[src/rtl/run_extrema_pkg.sv]
// Shared types and widths for the run extrema tracker.
// State encoding plus sample and counter widths.
package run_extrema_pkg;

    localparam int DATA_W = 4;
    localparam int CNT_W  = 8;

    typedef enum logic [1:0] {
        EMPTY  = 2'd0,
        TRACK  = 2'd1,
        REPORT = 2'd2
    } state_t;

endpackage

[src/rtl/run_extrema_cmp4_core.sv]
// Combinational unsigned magnitude comparator.
// Flags a < b, a > b and a == b.
module cmp4_core
    import run_extrema_pkg::*;
(
    input  logic [DATA_W-1:0] a,
    input  logic [DATA_W-1:0] b,
    output logic              lt,
    output logic              gt,
    output logic              eq
);

    assign lt = (a < b);
    assign gt = (a > b);
    assign eq = (a == b);

endmodule

[src/rtl/run_extrema_tracker.sv]
// Windowed running max/min tracker with a valid/ready report handshake.
// Optional eq_cnt output enabled by RUN_EXTREMA_EQ_CNT_EN.
module run_extrema_tracker
    import run_extrema_pkg::*;
#(
    parameter int WIN = 8
) (
    input  logic              clk,
    input  logic              rst_n,
    input  logic              clr,
    input  logic              in_valid,
    output logic              in_ready,
    input  logic [DATA_W-1:0] in_data,
    output logic              out_valid,
    input  logic              out_ready,
    output logic [DATA_W-1:0] max_val,
    output logic [DATA_W-1:0] min_val,
    output logic [CNT_W-1:0]  sample_cnt,
    output logic              new_max,
    output logic              new_min
`ifdef RUN_EXTREMA_EQ_CNT_EN
    ,
    output logic [DATA_W-1:0] eq_cnt
`endif
);

    localparam logic [CNT_W-1:0] WIN_C = CNT_W'(WIN);

    state_t           state;
    state_t           state_nxt;
    logic             accept;
    logic [CNT_W-1:0] cnt_inc;
    logic             max_lt;
    logic             max_gt;
    logic             max_eq;
    logic             min_lt;
    logic             min_gt;
    logic             min_eq;
    logic             cmp_unused;

    cmp4_core u_cmp_max (
        .a  (in_data),
        .b  (max_val),
        .lt (max_lt),
        .gt (max_gt),
        .eq (max_eq)
    );

    cmp4_core u_cmp_min (
        .a  (in_data),
        .b  (min_val),
        .lt (min_lt),
        .gt (min_gt),
        .eq (min_eq)
    );

    assign cmp_unused = ^{max_lt, min_gt, min_eq, max_eq};

    assign in_ready  = (state != REPORT);
    assign out_valid = (state == REPORT);
    assign accept    = in_valid && in_ready && !clr;
    assign cnt_inc   = sample_cnt + 1'b1;

    always_ff @(posedge clk or negedge rst_n) begin
        if (!rst_n) begin
            state <= EMPTY;
        end else begin
            state <= state_nxt;
        end
    end

    always_comb begin
        state_nxt = state;
        unique case (state)
            EMPTY: begin
                if (accept) begin
                    state_nxt = (WIN == 1) ? REPORT : TRACK;
                end
            end
            TRACK: begin
                if (accept && cnt_inc == WIN_C) begin
                    state_nxt = REPORT;
                end
            end
            REPORT: begin
                if (out_ready) begin
                    state_nxt = EMPTY;
                end
            end
            default: state_nxt = EMPTY;
        endcase
        if (clr) begin
            state_nxt = EMPTY;
        end
    end

    // Extrema survive a consumed report; only clr and reset zero them.
    always_ff @(posedge clk or negedge rst_n) begin
        if (!rst_n) begin
            max_val    <= '0;
            min_val    <= '0;
            sample_cnt <= '0;
            new_max    <= 1'b0;
            new_min    <= 1'b0;
        end else begin
            new_max <= 1'b0;
            new_min <= 1'b0;
            if (clr) begin
                max_val    <= '0;
                min_val    <= '0;
                sample_cnt <= '0;
            end else if (state == REPORT) begin
                if (out_ready) begin
                    sample_cnt <= '0;
                end
            end else if (accept) begin
                if (state == EMPTY) begin
                    max_val    <= in_data;
                    min_val    <= in_data;
                    sample_cnt <= {{(CNT_W-1){1'b0}}, 1'b1};
                end else begin
                    if (max_gt) begin
                        max_val <= in_data;
                        new_max <= 1'b1;
                    end
                    if (min_lt) begin
                        min_val <= in_data;
                        new_min <= 1'b1;
                    end
                    sample_cnt <= cnt_inc;
                end
            end
        end
    end

`ifdef RUN_EXTREMA_EQ_CNT_EN
    always_ff @(posedge clk or negedge rst_n) begin
        if (!rst_n) begin
            eq_cnt <= '0;
        end else if (clr || state == EMPTY ||
                     (state == REPORT && out_ready)) begin
            eq_cnt <= '0;
        end else if (accept && state == TRACK && max_eq &&
                     eq_cnt != 4'hF) begin
            eq_cnt <= eq_cnt + 1'b1;
        end
    end
`endif

endmodule

[config.mk]
export PLATFORM = sky130hd
export DESIGN_NAME = run_extrema_tracker
export DESIGN_NICKNAME = d
export VERILOG_FILES = /design/src/rtl/run_extrema_pkg.sv /design/src/rtl/run_extrema_cmp4_core.sv /design/src/rtl/run_extrema_tracker.sv
export SDC_FILE = /design/constraint.sdc
export NUM_CORES = 1
export LEC_CHECK = 0
export CAP_MARGIN = 20
export CELL_PAD_IN_SITES_DETAIL_PLACEMENT = 1
export CELL_PAD_IN_SITES_GLOBAL_PLACEMENT = 2
export CORE_MARGIN = 1.5
export CORE_UTILIZATION = 30
export CTS_CLUSTER_DIAMETER = 120
export DETAILED_ROUTE_END_ITERATION = 10
export PLACE_DENSITY_LB_ADDON = 0.1
export SKIP_CTS_REPAIR_TIMING = 1
export SLEW_MARGIN = 20
export SYNTH_ARGS = -nofsm -noshare
export SYNTH_HDL_FRONTEND = slang
export SYNTH_HIERARCHICAL = 1
export SYNTH_SLANG_ARGS = --single-unit
[constraint.sdc]
create_clock -name clk -period 2.8 [get_ports clk]
set_clock_uncertainty 0.1 [all_clocks]
set_input_delay 0.28 -clock clk [delete_from_list [all_inputs] [get_ports clk]]
set_output_delay 0.28 -clock clk [all_outputs]
set_load 0.02 [all_outputs]
Word level (Yosys, flattened, before mapping)
Index checks and enable logic that the tools add are counted.

Register bits after elaboration: 20. Output and inout bits: 20.

Mux-type cells: 30. Reductions and logical operators: 13. $lt $le $gt $ge: 2. Eq/ne operators: 8. $add $sub $neg: 1.

Operator list (number): $mux 4 (10); $mux 8 (5); $mux 1 (10); $reduce_and 3->1 (3); $reduce_bool 3->1 (3); $add 8x1->8 const B (1); $eq 8x4->1 const B (1); $mux 2 (4); $ne 3x3->1 const B (2); $pmux 2 s3 (1); $gt 4x4->1 (1); $lt 4x4->1 (1); $ne 2x2->1 const B (2); $logic_and 1x1->1 (3); $ne 3x2->1 const B (1); $eq 2x1->1 const B (1); $eq 2x2->1 const B (1); $logic_not 2->1 (1); $reduce_and 2->1 (1); $reduce_bool 2->1 (1); $logic_not 1->1 (1).

Longest topological paths before layout
Gate-level depths: netlist of the first run.

Word-level depth: 7. Mapped depth: 9. Mapped depth without buffers: 9.

By module
The synthesis of the first run kept the hierarchy.

Modules (own cells, without submodules): run_extrema_tracker (cells each 97, instances 1, area an instance 997.2 µm², sequential area each 500.5 µm²); cmp4_core (cells each 16, instances 2, area an instance 128.9 µm², sequential area each 0.0 µm²).

Least setup slack after synthesis of the first run
Ideal clock, no wire load.

Path type: register to register. Start point: register min_val[3]. End point: register min_val[0]. Stages on the path, launching flop included: 10. Arrival time: 1.915 ns. Required time: 2.575 ns. Buffers on the path: 0. Path slack: 0.660 ns. Setup time: 0.125 ns. Cell sequence: dfrtp_1 > inv_1 > ha_1 > nand2_1 > o21bai_4 > and2_1 > nand2_1 > o21ai_0 > a21oi_1 > mux2_2.

Cells in the longest elaborated chain, start to end: 3.

Ends and longest elaborated chain: start, declared (RTL line run_extrema_tracker.sv:17) `output logic [DATA_W-1:0] min_val,`; start signal, assigned (RTL line run_extrema_tracker.sv:119) `min_val <= in_data;`; start signal, assigned (RTL line run_extrema_tracker.sv:127) `min_val <= in_data;`; $lt 4x4->1 (RTL line run_extrema_cmp4_core.sv:13) `assign lt = (a < b);`; via min_lt (RTL line run_extrema_tracker.sv:36) `logic min_lt;`; $reduce_bool 3->1 (no source line); $reduce_and 3->1 (no source line).

The timed path passes the listed nets, and every way through them passes these cells. A chain may end at the register's enable or synchronous reset.

Worst setup path after layout of the first run
Start point: input port in_data[3]. End point: register min_val[2].

Cells in the longest elaborated chain, start to end: 3.

Ends and longest elaborated chain: start, declared (RTL line run_extrema_tracker.sv:13) `input logic [DATA_W-1:0] in_data,`; $lt 4x4->1 (RTL line run_extrema_cmp4_core.sv:13); via min_lt (RTL line run_extrema_tracker.sv:36); $reduce_bool 3->1 (no source line); $reduce_and 3->1 (no source line).

The timed path passes the listed nets, and every way through them passes these cells.

==> out/qor.txt, run 1 <==
Fillers = 467
Outcome = complete, no violations
TritonCTS Sinks = 20
First-pass iteration count of the detailed router = 4
Final WS setup = 0.5328 ns
Setup slack at placement = 0.2552 ns
Setup_tns = 0 ns
Row count = 23
Power density over the cells = 432.1 mW/mm^2
Vias/cell = 4.947
Cells after Synth = 125
CP Launch Type = input pin
Mapped Nets = 143
Share of cells above drive strength 1 = 15.92%
GRT Total Usage = 15.70%
Critical path endpoint = min_val[2]
Worst r2r path cells = 9
Largest net degree at the start of global routing = 21
RSZ-0062 raised after global routing = false
Initial antenna violation count = 0
Final hold violations = 0
CTS max path bufs = 2
Setup Crit Path Kind = input pin to register
Die Y = 67.10 um
Setup violators final = 0
R2R Setup Slk = 0.63 ns
Routability Congestion = 0.7607
Tightest Pin Transition = 0.4028 ns
CP endpoint kind = register
Static Leak = 0.7171 nW
Min-delay worst type = input pin to async pin
Critical R2R Launch = min_val[3]
Rel. slew slack = 73.15%
Die area = 0.004502 mm^2
DP Area = 0.001585 mm^2
WL/cell = 14.97 um
Via Count = 1024
CTS root buf = clkbuf_8
CTS clock-pin slew for the worst setup and hold paths = 0.08 ns
CP arrival = 2.31 ns
CP startpoint = in_data[3]
Min Clock Period, post-route = 2.267 ns
IO Port Bufs = 28
Core Area = 0.003971 mm^2
Worst skew pair latency = 0.26 ns
Post-route DRC = 0
Design area = 0.001640 mm^2
Synth warnings = 6
Die Span X = 67.10 um
FF-to-FF End = min_val[2]
Inserted Clock Buffers = 3
CTS tree = yes
Post-route ant nets = 0
Fin crit share = 80.97%
WP data required = 2.84 ns
Mapped Area = 0.001232 mm^2
Starting density of the core = 31.03%
Number of diodes = 0
Final Max Slew Viols = 0
Total Wirelength = 3.098 mm
Crit-path max FO = 4
F_max = 441.1 MHz
Final #Nets = 176
Peak VDD IR = 0.0001443 V
CTS H-tree lvls = 1
Vias in the first global route = 1084
Max Cap Viol = 0
Num ports = 29
Hpwl dp = 2.406 mm
Initial DRC Count = 26
Synth-to-layout area growth = 33.10%
GRT overflow = 0
First-pass GRT wire length = 5.271 mm
Post-Synthesis Mean Instance Area = 9.859 um^2
[flip-flops by register name, summed over array words and instances, names as in the netlist]
name,flops
max_val,4
new_min,1
min_val,4
sample_cnt,8
new_max,1
state,2
[area by class of cell]
class	count	area (um^2)	area share [%]
clock buffer	4	55.05	3.356
tap	50	62.56	3.814
timing repair buffer	32	310.3	18.92
inverter	12	45.04	2.746
sequential	20	500.5	30.51
multi-input combinational	89	666.9	40.66
[power breakdown]
group / internal, mW / leakage, nW / total, mW / switching (mW)
combinational: 0.0850 / 0.421 / 0.166 / 0.0805
sequential: 0.303 / 0.267 / 0.318 / 0.0147
clock: 0.125 / 0.0288 / 0.225 / 0.100
[how the worst min path moves through the flow]
| stage | to | slack, ns | cells after the start |
|---|---|---|---|
| 2_1_floorplan | max_val[0] | -0.12 | 0 |
| 3_3_place_gp | max_val[2] | 0.41 | 1 |
| 3_5_place_dp | min_val[3] | 0.43 | 1 |
| 4_1_cts | sample_cnt[1] | 0.27 | 2 |
| 5_1_grt | sample_cnt[0] | 0.31 | 2 |
| 6_report | min_val[0] | 0.26 | 2 |
[layout by cell type (no fill, tap or decap), types with 2 or more instances in the layout]
cell,count
o22ai_1,2
clkdlybuf4s50_1,28
nor2_1,12
inv_1,12
a21oi_1,10
and2_1,3
nor3_1,2
o21bai_4,2
clkbuf_8,4
nor2b_1,4
o21ai_0,6
mux2_2,8
nand2_1,10
buf_4,4
nand3_1,3
dfrtp_1,20
ha_1,9
nor2b_4,2
[layer usage]
metal,global-route usage (%),share of wire [%],vias up
li1,-,-,499
met1,19.44,45,500
met2,27.72,51,23
met3,2.027,3.2,2
met4,5.357,0.74,0
met5,0,0,-
[through the flow]
| stage | cells | hold slack, ns | power, mW | util [%] |
|---|---|---|---|---|
| after detailed placement | 203 | 0.4254 | 0.4914 | 39.92 |
| after CTS | 207 | 0.2657 | 0.7211 | 41.30 |
| final | 207 | 0.2613 | 0.7088 | 41.30 |
| after global placement | 203 | 0.4096 | 0.4891 | 39.92 |
| after floorplan | 125 | -0.1156 | 0.4205 | - |
| after global routing | 207 | 0.3085 | 0.7491 | 41.30 |
[critical path, cell delays in order]
cell and delay, ns:
clkdlybuf4s50_1 0.46, ha_1 0.32, nand2_1 0.06, o21bai_4 0.15, and2_1 0.14, nand2_1 0.06, o21ai_0 0.08, a21oi_1 0.37
mux2_2 0.38
Power figures use the tool's default switching activity.
==> inputs of run 2 (changes only) <==
- CORE_UTILIZATION: 30 -> 27
- clock period: 2.8 -> 1.9 ns (I/O delays scaled with it)
==> out/qor.txt, run 2 (synthesis results as in run 1) <==
Total Wirelength = 3.385 mm
Hpwl dp = 2.583 mm
Vias/cell = 4.746
Max Cap Viol = 0
Tot Pwr = 1.141 mW
Final #Nets = 191
Crit path cell chain = inv_2, ha_4, nand2_2, o21bai_4, and2_4, nand2_2, o21ai_2, a21oi_2, buf_4, mux2_4
CP arrival = 2.04 ns
Final hold violations = 0
IO Port Bufs = 28
Most flops, register = sample_cnt
TritonCTS Sinks = 20
Initial antenna violation count = 0
Tightest Pin Transition = 0.3914 ns
F_max = 501.3 MHz
Crit-path max FO = 2
Failing checks = negative setup slack
Hold_ws = 0.1722 ns
First-pass iteration count of the detailed router = 4
Initial DRC Count = 14
Synth-to-layout area growth = 55.23%
GRT overflow = 0
Vias in the first global route = 1171
Die Y = 70.56 um
Via Count = 1063
Inserted Clock Buffers = 3
RSZ-0062 raised after global routing = true
Final WS setup = -0.09473 ns
CP endpoint kind = register
Largest net degree at the start of global routing = 21
Starting density of the core = 28.11%
Routability Congestion = 0.7451
CTS clock-pin slew for the worst setup and hold paths = 0.08 ns
Outcome = complete, but fails checks
WL/cell = 15.11 um
GRT Total Usage = 13.95%
CP Launch Type = register
Largest stage delay, worst path = 0.37 ns
CTS max path bufs = 2
Static Leak = 0.8724 nW
Post-route ant nets = 0
Cell mode on critical path = nand2_2
Power density over the cells = 596.5 mW/mm^2
CTS root buf = clkbuf_8
Setup violators final = 5
Most frequent cells in the layout = clkdlybuf4s50_1 (23), buf_4 (18), dfrtp_1 (14)
Slowest CP cell = dfrtp_2
Final Max Slew Viols = 0
Min Clock Period, post-route = 1.995 ns
Number of diodes = 0
Num ports = 29
Worst skew pair latency = 0.26 ns
CTS tree = yes
Core Area = 0.004384 mm^2
Max FFs per register = 8
WP data required = 1.95 ns
Layout Cells excl Fill = 224
Die Span X = 70.56 um
Rel. slew slack = 73.82%
First-pass GRT wire length = 5.520 mm
Row count = 24
Share of cells above drive strength 1 = 38.37%
Largest regs = sample_cnt x8, max_val x4, min_val x4
Setup Crit Path Kind = register to register
Fin crit share = 105.0%
CTS H-tree lvls = 1
Die area = 0.004979 mm^2
Setup_tns = -0.3659 ns
Post-route DRC = 0
Peak VDD IR = 0.0002190 V
Placed Instances = 217
Min-delay worst type = input pin to async pin
Most common cell after layout, fill and taps aside = clkdlybuf4s50_1
==> run 2: cell types whose count changed in the layout (fill, tap and decap cells not counted), moves of 6 or more <==
cell	before	now
mux2_2	8	0
mux2_4	0	8
ha_1	9	3
dfrtp_1	20	14
dfrtp_2	0	6
buf_4	4	18
ha_4	0	6
==> run 2: critical path: cells and delay by family, from the launching register on <==
family                     cells  cell delay (ns)
AOI/OAI and AO/OA              3             0.40
adders and majority gates      1             0.26
buffers and inverters          2             0.21
DFF                            1             0.37
muxes                          1             0.29
and+or+nand+nor                3             0.25
==> run 2: report_power, final <==
part | internal [mW] | switching [mW] | total (mW)
Sequential | 0.449 | 0.0175 | 0.466
Combinational | 0.192 | 0.156 | 0.347
Clock | 0.185 | 0.143 | 0.328
==> run 2: stage by stage <==
stage / utilization [%] / setup WS, ns / area (um^2)
2_1_floorplan: - / -0.06561 / 1280
3_3_place_gp: 39.36 / -0.4047 / 1725
3_5_place_dp: 39.36 / -0.4411 / 1725
4_1_cts: 40.61 / -0.1710 / 1780
5_1_grt: 43.64 / -0.1846 / 1913
6_report: 43.64 / -0.09473 / 1913
==> run 2: layout make-up <==
cell class	instances	area, um^2
Clock buffer	4	55.05
Fill cell	493	2471
Inverter	12	45.04
Multi-Input combinational cell	89	800.8
Sequential cell	20	508.0
Tap cell	52	65.06
Timing Repair Buffer	47	439.2
==> run 2: layer usage <==
layer,routed length (um),global-route usage (%),up-vias
li1,-,-,522
met1,1564,18.30,514
met2,1646,23.58,23
met3,152,3.989,4
met4,21,2.096,0
met5,0,0,-
==> run 2: final timing paths <==
| path | endpoint | depth (start not counted) | from | slack, ns |
|---|---|---|---|---|
| worst min-delay path | min_val[0] | 2 | rst_n | 0.17 |
| max in group asynchronous | state[1] | 2 | rst_n | 1.29 |
| worst min register to register | sample_cnt[7] | 2 | sample_cnt[7] | 0.48 |
| worst max-delay path | min_val[3] | 10 | min_val[3] | -0.09 |
| min in group clk | min_val[0] | 3 | in_data[0] | 0.37 |
| worst max register to register | min_val[3] | 10 | min_val[3] | -0.09 |
==> inputs of run 3 (changes only) <==
- MAX_ROUTING_LAYER: default -> met4
==> out/qor.txt, run 3 (synthesis results as in run 1) <==
Row count = 24
Initial DRC Count = 14
Post-route ant nets = 0
CTS H-tree lvls = 1
Vias/cell = 4.746
Min-delay worst type = input pin to async pin
First-pass iteration count of the detailed router = 4
Setup violators final = 5
Max FFs per register = 8
Die area = 0.004979 mm^2
Setup Crit Path Kind = register to register
Worst r2r path cells = 10
GRT Total Usage = 14.38%
Layout Cells excl Fill = 224
Num ports = 29
Via Count = 1063
TritonCTS Sinks = 20
Worst skew pair latency = 0.26 ns
Largest regs = sample_cnt x8, max_val x4, min_val x4
Rel. slew slack = 73.82%
Starting density of the core = 28.11%
Inserted Clock Buffers = 3
Max Cap Viol = 0
RSZ-0062 raised after global routing = true
Fin crit share = 105.0%
Most frequent cells in the layout = clkdlybuf4s50_1 (23), buf_4 (18), dfrtp_1 (14)
Die Span X = 70.56 um
IO Port Bufs = 28
Tot Pwr = 1.140 mW
CTS tree = yes
Most common cell after layout, fill and taps aside = clkdlybuf4s50_1
Core Area = 0.004384 mm^2
Number of diodes = 0
Static Leak = 0.8724 nW
Final Util = 43.64%
WP data required = 1.95 ns
Initial antenna violation count = 0
First-pass GRT wire length = 5.513 mm
Largest stage delay, worst path = 0.37 ns
F_max = 501.3 MHz
Routability Congestion = 0.7546
Final Max Slew Viols = 0
CP endpoint kind = register
Hpwl dp = 2.583 mm
CTS clock-pin slew for the worst setup and hold paths = 0.08 ns
Slowest CP cell = dfrtp_2
Setup_tns = -0.3656 ns
Share of cells above drive strength 1 = 38.37%
CTS root buf = clkbuf_8
Most flops, register = sample_cnt
Synth-to-layout area growth = 55.23%
Final #Nets = 191
Post-route DRC = 0
Crit-path max FO = 2
Crit path cell chain = inv_2, ha_4, nand2_2, o21bai_4, and2_4, nand2_2, o21ai_2, a21oi_2, buf_4, mux2_4
CP arrival = 2.04 ns
Setup slack at placement = -0.4411 ns
Final WS setup = -0.09474 ns
CTS max path bufs = 2
Bufs and invs on worst path = 2
Cell mode on critical path = nand2_2
Failing checks = negative setup slack
Power density over the cells = 595.7 mW/mm^2
DP Area = 0.001725 mm^2
Design area = 0.001913 mm^2
GRT overflow = 0
Largest net degree at the start of global routing = 21
Hold_ws = 0.1739 ns
WL/cell = 15.09 um
Placed Instances = 217
Outcome = complete, but fails checks
Peak VDD IR = 0.0002190 V
Final hold violations = 0
Total Wirelength = 3.380 mm
Min Clock Period, post-route = 1.995 ns
Critical path's top delay family = compound AO/OA/AOI/OAI gates
Tightest Pin Transition = 0.3914 ns
Levels on crit path = 10
Vias in the first global route = 1175
Die Y = 70.56 um
CP Launch Type = register
[run 3: layout make-up]
type | instances | area, um^2
multi-input cells | 89 | 800.8
flip-flops and latches | 20 | 508.0
repair buffers | 47 | 439.2
clock buffers | 4 | 55.05
fillers | 493 | 2471
well taps | 52 | 65.06
inverters | 12 | 45.04
[run 3: final timing paths]
check	slack (ns)	startpoint	end
setup / recovery	-0.09	min_val[3]	min_val[3]
hold / removal	0.17	rst_n	min_val[0]
setup reg to reg	-0.09	min_val[3]	min_val[3]
hold reg to reg	0.48	sample_cnt[7]	sample_cnt[7]
max in group asynchronous	1.29	rst_n	state[1]
min in group clk	0.37	in_data[0]	min_val[0]
[run 3: per-layer routing]
layer / track usage [%] / vias up / part of all wire (%)
li1: - / 522 / -
met1: 18.30 / 515 / 46
met2: 23.58 / 24 / 49
met3: 3.989 / 2 / 4.5
met4: 2.096 / 0 / 0.38
met5: - / - / 0
[run 3: power breakdown]
group / switching [mW] / internal, mW / total (mW)
clock network: 0.142 / 0.185 / 0.327
registers: 0.0175 / 0.449 / 0.466
logic: 0.155 / 0.192 / 0.347
==> RTL change: new RTL, flow settings as in run 3 <==
Change the package constant `CNT_W` from 8 to 10.
--- a/src/rtl/run_extrema_pkg.sv
+++ b/src/rtl/run_extrema_pkg.sv
@@ -3,7 +3,7 @@
 package run_extrema_pkg;
 
     localparam int DATA_W = 4;
-    localparam int CNT_W  = 8;
+    localparam int CNT_W  = 10;
 
     typedef enum logic [1:0] {
         EMPTY  = 2'd0,
Interface: changed (resized sample_cnt); port bits go from 29 to 31. No check against the original RTL was run, so the function may have changed too.
==> RTL change against run 3 <==
The flow still finishes with violations (negative setup slack). Sequential cell count rose by 2. Die area is 13% higher. Final cell count is 17% higher. Global-route usage is 0.65 points higher. Routed wire length rose by 11%. Combinational power shrank 4%. Count of clock-buffer cells in the layout shrank 1. Synthesized area grew 14%. First-iteration DRC count grew 21%. Setup slack better by 0.061 ns. Sequential share of layout area is 0.44 points lower. Total power is 13% higher. Final area increased by 12%. Largest power group unchanged. Non-clock buffer count is 1 higher.
==> RTL change: results (changes against run 3) <==
Outcome
The flow ran to the end, but the final reports show violations. The final reports fail on negative setup slack.

Final layout
The share of cells above drive strength 1 is 35.60% (-2.8 points). The antenna diode count is 0 (unchanged). The final net count is 211 (+10%). The largest registers in the layout are sample_cnt x10, max_val x4, min_val x4.

Placed design
The count of buffers inserted at the top-level ports was 30 (+7.1%). The estimated wirelength of the detail-placed design is 2806 µm (+8.6%). The cell count after placement came to 257 (+18%). The setup slack after placement is -0.4355 ns (+0.005628 ns). The post-detailed-placement cell area is 1959 µm² (+14%). The routability congestion estimate is 0.7716 (+2.3%).

Detailed routing
The average wire per cell in the routed design is 14.35 µm (-4.9%). The DRC marker count from the first detailed-route iteration is 17 (+3). The count of vias placed by the detailed router is 1203 (+13%).

The met2 wire length is 1924 µm (+17%). The wire length reported by the detailed router is 3746 µm (+11%). The uppermost signal routing layer after detailed routing is met4. The routed length on met1 is 1716 µm (+9.6%). The met3 wirelength from detailed routing is 88 µm (-42%).

Global route
The wire length of the first global-routing pass is 6106 µm (+11%). The global-route total usage across every layer is 15.03% (+0.65 points). The pin count of the biggest net entering global routing was 23 (+9.5%).

The met3 track demand over resource in global routing is 2.544% (-1.4 points). The met2 layer usage reported by global route is 26.35% (+2.8 points). The met1 usage is 17.61% (-0.68 points). The number of global-route vias before repair is 1270 (+8.1%).

Yosys
The number of warnings issued by yosys is 6 (unchanged). The synthesized netlist net count came to 160 (+12%). The post-synthesis area per instance is 9.921 µm² (+0.62%).

Pwr
The leakage component of the power came to 0.0009431 µW (+8.1%). The switching power of the nets is 335.8 µW (+6.6%). The power per cell area is 602.7 nW/µm² (+1.2%). The share of power burned in the clock network is 35.0% (+6.3 points). The maximum vdd ir drop came to 301.7 µV (+38%).

The combinational cell fraction of total power is 25.8% (-4.7 points).

STA
The number of setup violations in the final report is 5 (unchanged). The setup TNS was -0.1250 ns (+0.2406 ns). The setup slack after layout is -0.03369 ns (+0.06105 ns).

The final cycle utilization of the critical path is 101.8% (-3.2 points). The slew at the pin closest to its max-slew limit is 0.5699 ns (+0.1784 ns).

Setup path
The startpoint of the worst register-to-register path is min_val[3]. The top fanout value on the critical path is 4 (+2). The kind of start point of the critical path is a flip-flop.

Clock tree
The clock transition at the register clock pins on the worst setup and hold paths after CTS is around 0.09 ns. The insertion delay of the later-clocked pin in the worst-skew pair is 0.27 ns.
-- RTL change: final timing paths --
kind | slack, ns | depth (start not counted) | end
min in group clk | 0.33 | 3 | min_val[0]
worst min register to register | 0.46 | 1 | sample_cnt[9]
worst min-delay path | 0.18 | 2 | min_val[2]
worst max-delay path | -0.03 | 10 | min_val[3]
worst max register to register | -0.03 | 10 | min_val[3]
max in group asynchronous | 1.26 | 2 | min_val[1]
-- RTL change: cell type report --
type	instances	area (µm²)
fillers	548	2905
multi-input cells	106	927.1
clock buffers	3	41.29
inverters	11	41.29
repair buffers	48	451.7
clock inverters	1	30.03
well taps	70	87.58
flip-flops and latches	22	558.0
-- RTL change: critical path: stages, from the launching register on --
cell and delay, ns:
dfrtp_2 0.37, inv_2 0.05, ha_4 0.26, nand2_2 0.05, o21bai_4 0.15, and2_4 0.14
nand2_2 0.06, o21ai_2 0.05, a21oi_2 0.15, buf_6 0.15, mux2_4 0.30
